[src/rtl/accum_pkg.sv]
// accum_pkg: shared opcode/state types and default width for the accumulator stage
package accum_pkg;
  localparam int ACCUM_DW_DEFAULT = 8;
  typedef enum logic [1:0] {CLR = 2'b00, LOAD = 2'b01, ADD = 2'b10, SUB = 2'b11} op_e;
  typedef enum logic [1:0] {IDLE, EXEC, HOLD} state_e;
endpackage

[src/rtl/accum_alu.sv]
// accum_alu: combinational clr/load/add/sub with flags; ACCUM_SAT_EN clamps signed overflow
module accum_alu
  import accum_pkg::*;
#(
  parameter int DW = ACCUM_DW_DEFAULT
) (
  input  logic [DW-1:0] acc,
  input  logic [DW-1:0] d,
  input  op_e           op,
  output logic [DW-1:0] r,
  output logic          carry,
  output logic          ovf,
  output logic          zero
);
  logic [DW-1:0] b;
  logic [DW-1:0] wrap;
  logic [DW:0]   sum;
  logic          arith;
  always_comb begin
    arith = op == ADD || op == SUB;
    b     = op == SUB ? ~d : d;
    sum   = {1'b0, acc} + {1'b0, b} + {{DW{1'b0}}, op == SUB};
    carry = arith && sum[DW];
    ovf   = arith && acc[DW-1] == b[DW-1] && sum[DW-1] != acc[DW-1];
    wrap  = arith ? sum[DW-1:0] : op == LOAD ? d : '0;
`ifdef ACCUM_SAT_EN
    r     = !ovf ? wrap : acc[DW-1] ? {1'b1, {(DW-1){1'b0}}} : {1'b0, {(DW-1){1'b1}}};
`else
    r     = wrap;
`endif
    zero  = r == '0;
  end
endmodule

[src/rtl/accum_seq.sv]
// accum_seq: valid/ready sequenced accumulator (IDLE->EXEC->HOLD), out_data is the accumulator
module accum_seq
  import accum_pkg::*;
#(
  parameter int DW = ACCUM_DW_DEFAULT
) (
  input  logic          clk,
  input  logic          rst_n,
  input  logic          in_valid,
  output logic          in_ready,
  input  logic [1:0]    in_op,
  input  logic [DW-1:0] in_data,
  output logic          out_valid,
  input  logic          out_ready,
  output logic [DW-1:0] out_data,
  output logic          out_carry,
  output logic          out_ovf,
  output logic          out_zero
);
  state_e        state;
  op_e           op_q;
  logic [DW-1:0] d_q;
  logic [DW-1:0] r;
  logic          carry;
  logic          ovf;
  logic          zero;
  assign in_ready = state == IDLE;
  accum_alu #(.DW(DW)) u_alu (
    .acc  (out_data),
    .d    (d_q),
    .op   (op_q),
    .r    (r),
    .carry(carry),
    .ovf  (ovf),
    .zero (zero)
  );
  always_ff @(posedge clk or negedge rst_n)
    if (!rst_n) begin
      state     <= IDLE;
      op_q      <= CLR;
      d_q       <= '0;
      out_data  <= '0;
      out_carry <= 1'b0;
      out_ovf   <= 1'b0;
      out_zero  <= 1'b0;
      out_valid <= 1'b0;
    end else
      case (state)
        IDLE: if (in_valid) begin
          op_q  <= op_e'(in_op);
          d_q   <= in_data;
          state <= EXEC;
        end
        EXEC: begin
          out_data  <= r;
          out_carry <= carry;
          out_ovf   <= ovf;
          out_zero  <= zero;
          out_valid <= 1'b1;
          state     <= HOLD;
        end
        HOLD: if (out_ready) begin
          out_valid <= 1'b0;
          state     <= IDLE;
        end
        default: state <= IDLE;
      endcase
endmodule

[config.mk]
export PLATFORM = sky130hd
export DESIGN_NAME = accum_seq
export DESIGN_NICKNAME = d
export VERILOG_FILES = /design/src/rtl/accum_pkg.sv /design/src/rtl/accum_alu.sv /design/src/rtl/accum_seq.sv
export SDC_FILE = /design/constraint.sdc
export NUM_CORES = 1
export LEC_CHECK = 0
export ABC_AREA = 1
export ABC_CLOCK_PERIOD_IN_PS = 3100
export CORE_UTILIZATION = 40
export CTS_BUF_LIST = sky130_fd_sc_hd__clkbuf_8
export DETAILED_ROUTE_END_ITERATION = 8
export PLACE_DENSITY_LB_ADDON = 0.25
export SYNTH_ARGS = -nofsm -noshare
export SYNTH_HDL_FRONTEND = slang
export SYNTH_HIERARCHICAL = 1
export SYNTH_SLANG_ARGS = --single-unit
[constraint.sdc]
create_clock -name clk -period 3.1 [get_ports clk]
set_input_delay 0.465 -clock clk [delete_from_list [all_inputs] [get_ports clk]]
set_output_delay 0.465 -clock clk [all_outputs]
set_load 0.01 [all_outputs]
After elaboration in Yosys (flattened, before gate mapping)

Cells that the tools add are included.

Output and inout port bits: 13
Register bits after elaboration: 24
Input port bits: 14

Reduce and logical (&&, ||, !) cells: 10
Bitwise operators: 1
Add/sub/neg operators: 2
Equal/unequal tests: 9
Multiplexer cells: 8

Operators with widths:

| operator             | count |
|---|---|
| $mux W8              | 3 |
| $add A8 B8 Y9        | 1 |
| $add A9 B1 Y9        | 1 |
| $logic_not A8 Y1     | 1 |
| $not A8 Y8           | 1 |
| $eq A2 B2 Y1 const B | 3 |
| $pmux W2 S3          | 1 |
| $reduce_and A2 Y1    | 3 |
| $eq A2 B1 Y1 const B | 2 |
| $mux W2              | 2 |
| $ne A2 B2 Y1 const B | 2 |
| $logic_and A1 B1 Y1  | 3 |
| $logic_not A2 Y1     | 1 |
| $pmux W1 S2          | 1 |
| $reduce_bool A2 Y1   | 1 |
| $eq A1 B1 Y1         | 1 |
| $logic_or A1 B1 Y1   | 1 |
| $mux W1              | 1 |
| $ne A1 B1 Y1         | 1 |

Longest topological paths before layout

Depth in word-level cells: 6
Depth in mapped cells: 16

Cells and area by module

Netlist, hierarchy kept.

By module, submodules not included:

| module    | cells each | instances | area each (µm²) | seq. area each (µm²) |
|---|---|---|---|---|
| accum_seq | 106        | 1         | 1,012.2         | 600.6 |
| accum_alu | 121        | 1         | 643.1           | 0.0 |

Worst setup path after synthesis

No wires, ideal clock.

Path kind: register to register
Start point: reg op_q[1]
End point: reg out_zero
Setup slack: 895 ps
Buffers on the path: 1
Cell stages (with the launch flop): 16
Period minus slack after synthesis: 2,205 ps
Required time: 3,035 ps
Data arrival time: 2,140 ps
Path through: dfrtp_1 > buf_6 > nand2_1 > xnor2_1 > fa_1 > inv_1 > nand2_1 > nand3_1 > nand4_1 > nor2_1 > nand3_1 > nor2_1 > nand2_1 > nor2_1 > nand3_1 > nand2_1

Longest elaborated chain between the ends: 6
Elaborated cells on any way between the ends: 10
Classes of those cells: 2 x add/sub; 3 x eq/ne; 3 x mux; 2 x reduce/logical

RTL lines:

| what                     | RTL line                                          | source |
|---|---|---|
| start: declaration       | accum_seq.sv:21                                   | `op_e op_q;` |
| start signal: assignment | accum_seq.sv:50                                   | `op_q <= op_e'(in_op);` |
| $eq A2 B2 Y1             | accum_alu.sv:20, accum_alu.sv:21, accum_alu.sv:22 |  |
| $mux W8                  | accum_alu.sv:21                                   | `b = op == SUB ? ~d : d;` |
| $add A8 B8 Y9            | accum_alu.sv:22                                   | `sum = {1'b0, acc} + {1'b0, b} + {{DW{1'b0}}, op == SUB};` |
| $add A9 B1 Y9            | accum_alu.sv:22                                   |  |
| $mux W8 *                | accum_alu.sv:25                                   | `wrap = arith ? sum[DW-1:0] : op == LOAD ? d : '0;` |
| $logic_not A8 Y1 *       | accum_alu.sv:31                                   | `zero = r == '0;` |
| via zero                 | accum_seq.sv:26                                   | `logic zero;` |
| end signal: assignment   | accum_seq.sv:58                                   | `out_zero <= zero;` |
| end: declaration         | accum_seq.sv:18                                   | `output logic out_zero` |

Mark *: on every way through the listed nets, which the timed path passes. The rest lies on a longest branch.
A chain may end at the register's enable or synchronous reset.

Worst setup path after layout

Start point: reg op_q[0]
End point: reg out_zero

The elaborated chain is that of the path after synthesis.

==> flow_summary.json <==
{
  "yosys.area_share.xor_xnor_pct": 3.70,
  "diodes": 0,
  "critical_path_class": "reg2reg",
  "first_iter_violations": 55,
  "yosysSeqAreaShare_pct": 36.3,
  "route.detailed.drc": 0,
  "post-route-worst-setup-slack_ns": 0.665,
  "cts_sinks": 24,
  "worst_ir_drop_vdd_uv": 379,
  "dr_total_vias": 1433,
  "boundaryPins": 27,
  "gr-usage-all-layers_pct": 17.7,
  "rows": 23,
  "post_synthesis_cell_count": 227,
  "finalNetCount": 278,
  "power_density_nw_per_um2": 1100,
  "muxShareOfSynthArea_pct": 0,
  "synthesized_netlist_net_count": 251,
  "regToRegSetupSlack_ns": 0.67,
  "fp.dieArea_um2": 4400,
  "timing_hold_violations_final": 0,
  "dpl-instance-area_um2": 1940,
  "wl_per_cell_um": 11.0,
  "antenna_violating_nets_post_route": 0,
  "fin_cells": 303,
  "postCtsSetupRepairBufs": 0,
  "clkLatencyLatePin_ns": 0.26,
  "syn-mean-instance-area_um2": 7.29,
  "synth_compound_area_share_pct": 3.55,
  "timing.critical_path.mode_cell": "sky130_fd_sc_hd__nand2_1",
  "post-route-period-util_pct": 78.5,
  "viasPerCell": 4.73,
  "slew_headroom_pct": 66.1,
  "worst_setup_hold_path_clk_slew_ns": 0.09,
  "drt-pass1-iter-count": 6,
  "gp_congestion": 0.855,
  "crit_arrival_ns": 2.64,
  "cap_viol_max_count": 0,
  "die_width_um": 66.3,
  "placedCellCount": 299,
  "p_leak_nw": 1.06,
  "cts.hold.buffers_added": 0,
  "post-dp-hpwl_um": 2560,
  "worst-slew-pin-transition_ns": 0.508,
  "synth_cell_type_count": 22,
  "critical-path-max-stage-delay_ns": 0.47,
  "post_cts.resized_instances": 0,
  "port-buffer-count": 26,
  "cts-root-buf": "sky130_fd_sc_hd__clkbuf_8",
  "setup.worst_path.start_class": "flop",
  "grt_max_degree": 25,
  "critPathCaptureType": "flop",
  "mostFrequentLayoutCells": "sky130_fd_sc_hd__nand2_1 (69), sky130_fd_sc_hd__nand3_1 (34), sky130_fd_sc_hd__clkdlybuf4s50_1 (26), sky130_fd_sc_hd__inv_1 (24), sky130_fd_sc_hd__dfrtp_1 (24)",
  "dominant_combinational_cell_family_by_area_after_synthesis": "simple AND/OR/NAND/NOR gates",
  "grt_antenna_before_repair": 0,
  "fmax_ghz": 0.411,
  "worst_path_max_delay_cell": "sky130_fd_sc_hd__fa_1",
  "areaGrowthSynthToFinish_pct": 20.8,
  "grt_pass1_wl_um": 5980,
  "skew_ns": 0.00668,
  "critical_path_peak_fanout": 7,
  "final_max_slew_viol_count": 0,
  "drive_above_1_share_pct": 13.0,
  "worst_path_dominant_cell_family": "simple AND/OR/NAND/NOR gates",
  "grt_pass1_vias": 1264,
  "path_buf_inv": 0,
  "finalCriticalPeriod_ns": 2.43,
  "mostFrequentLayoutCell": "sky130_fd_sc_hd__nand2_1",
  "rsz0062_at_grt": "false",
  "total_power_mw": 2.19,
  "final-setup-viol-count": 0,
  "yosysWarnings": 6,
  "postRouteWirelength_um": 3340,
  "synth_adder_area_share_pct": 8.01,
  "synth_seq_cells": 24,
  "final_area_um2": 2000,
  "outcome": "finished clean",
  "setup-tns-final_ns": 0,
  "initial_core_util_pct": 41.4,
  "number_of_buffers_added_by_the_clock_tree_synthesis_step": 3,
  "overflow": 0,
  "dieHeight_um": 66.3,
  "hp-class": "reg2reg",
  "synthesized_area_fraction_occupied_by_and_or_nand_nor_cells_pct": 38.9,
  "mappedNetlistArea_um2": 1660,
  "post-place-ws_ns": 0.691,
  "clock_h_tree_levels": 1,
  "cts_tree": "built",
  "timing.critical_path.cells": "nand2_1, xnor2_1, fa_1, nand2_1, nand4_1, nor2_1, nand3_1, nor2_1, nand2_1, nor2_1, nand3_1, nand2_1",
  "max-clock-path-buffers": 2,
  "core_region_area_um2": 4000,
  "worst-endpoint-required_ns": 3.31
}
==> cells by family (layout without fill, tap and decap cells) <==
| family | Yosys count | count (layout) |
|---|---|---|
| simple gates | 141 | 141 |
| xor+xnor | 7 | 7 |
| compound gates | 11 | 11 |
| fa+ha+maj | 10 | 10 |
| flops | 24 | 24 |
| buf+inv | 34 | 60 |
==> stage by stage <==
step,util [%],hold slack (ns)
after floorplan,-,0.169
after global placement,48.6,0.458
after detailed placement,48.6,0.459
after CTS,50.0,0.480
after global routing,50.0,0.506
final,50.0,0.476
==> synthesized netlist by cell type <==
| cell | number | share of area [%] |
|---|---|---|
| sky130_fd_sc_hd__inv_2 | 3 | 0.68 |
| sky130_fd_sc_hd__nor2_1 | 10 | 2.3 |
| sky130_fd_sc_hd__buf_6 | 3 | 2.0 |
| sky130_fd_sc_hd__nand2_1 | 69 | 16 |
| sky130_fd_sc_hd__nand3_1 | 34 | 10 |
| sky130_fd_sc_hd__buf_2 | 3 | 0.91 |
| sky130_fd_sc_hd__nand3b_1 | 2 | 0.91 |
| sky130_fd_sc_hd__xnor2_1 | 6 | 3.2 |
| sky130_fd_sc_hd__nor2_2 | 2 | 0.76 |
| sky130_fd_sc_hd__nand4_1 | 3 | 1.1 |
| sky130_fd_sc_hd__inv_1 | 24 | 5.4 |
| sky130_fd_sc_hd__o22ai_1 | 1 | 0.38 |
| sky130_fd_sc_hd__o21ai_0 | 2 | 0.60 |
| sky130_fd_sc_hd__a21oi_1 | 6 | 1.8 |
| sky130_fd_sc_hd__buf_4 | 1 | 0.45 |
| sky130_fd_sc_hd__ha_1 | 9 | 6.8 |
| sky130_fd_sc_hd__a21boi_1 | 1 | 0.45 |
| sky130_fd_sc_hd__dfrtp_1 | 24 | 36 |
| sky130_fd_sc_hd__o21ai_1 | 1 | 0.30 |
| sky130_fd_sc_hd__xor2_1 | 1 | 0.53 |
| sky130_fd_sc_hd__fa_1 | 1 | 1.2 |
| sky130_fd_sc_hd__nand2_2 | 21 | 7.9 |
==> power breakdown <==
| group | internal (mW) | total [mW] | leakage, nW | switching, mW |
|---|---|---|---|---|
| sequential | 0.445 | 0.591 | 0.306 | 0.146 |
| clock | 0.113 | 0.212 | 0.0288 | 0.0988 |
| combinational | 0.587 | 1.39 | 0.728 | 0.802 |
==> sequential cells by signal (all words and copies together) (netlist names) <==
signal,cells
op_q,2
state,2
d_q,8
out_data,8
out_ovf,1
out_carry,1
out_valid,1
out_zero,1
==> routing by layer <==
metal | routed length, um | GRT usage, %
met1 | 1740 | 26.5
met2 | 1500 | 27.6
met3 | 82 | 1.55
met4 | 24 | 3.19
met5 | 0 | 0
==> final timing paths <==
| kind | startpoint | to | cells past startpoint |
|---|---|---|---|
| max | op_q[0] | out_zero | 12 |
| min | out_carry | out_carry | 2 |
| max reg2reg | op_q[0] | out_zero | 12 |
| min reg2reg | out_carry | out_carry | 2 |
| max in group asynchronous | rst_n | d_q[3] | 2 |
| min in group asynchronous | rst_n | out_data[5] | 2 |
==> worst register-to-register path: stages, from the launching register on <==
cell and delay, ns:
sky130_fd_sc_hd__dfrtp_1 0.42, sky130_fd_sc_hd__nand2_1 0.25, sky130_fd_sc_hd__xnor2_1 0.36, sky130_fd_sc_hd__fa_1 0.47, sky130_fd_sc_hd__nand2_1 0.11, sky130_fd_sc_hd__nand4_1 0.10
sky130_fd_sc_hd__nor2_1 0.12, sky130_fd_sc_hd__nand3_1 0.08, sky130_fd_sc_hd__nor2_1 0.14, sky130_fd_sc_hd__nand2_1 0.06, sky130_fd_sc_hd__nor2_1 0.10, sky130_fd_sc_hd__nand3_1 0.08
sky130_fd_sc_hd__nand2_1 0.09
==> final cells by class <==
type                            instances  area, um2
Clock buffer                            4       55.1
Multi-Input combinational cell        169        897
Inverter                               27        101
Fill cell                             418       2000
Tap cell                               50       62.6
Timing Repair Buffer                   29        283
Sequential cell                        24        601
No activity file was read; power rests on OpenSTA's default activity.
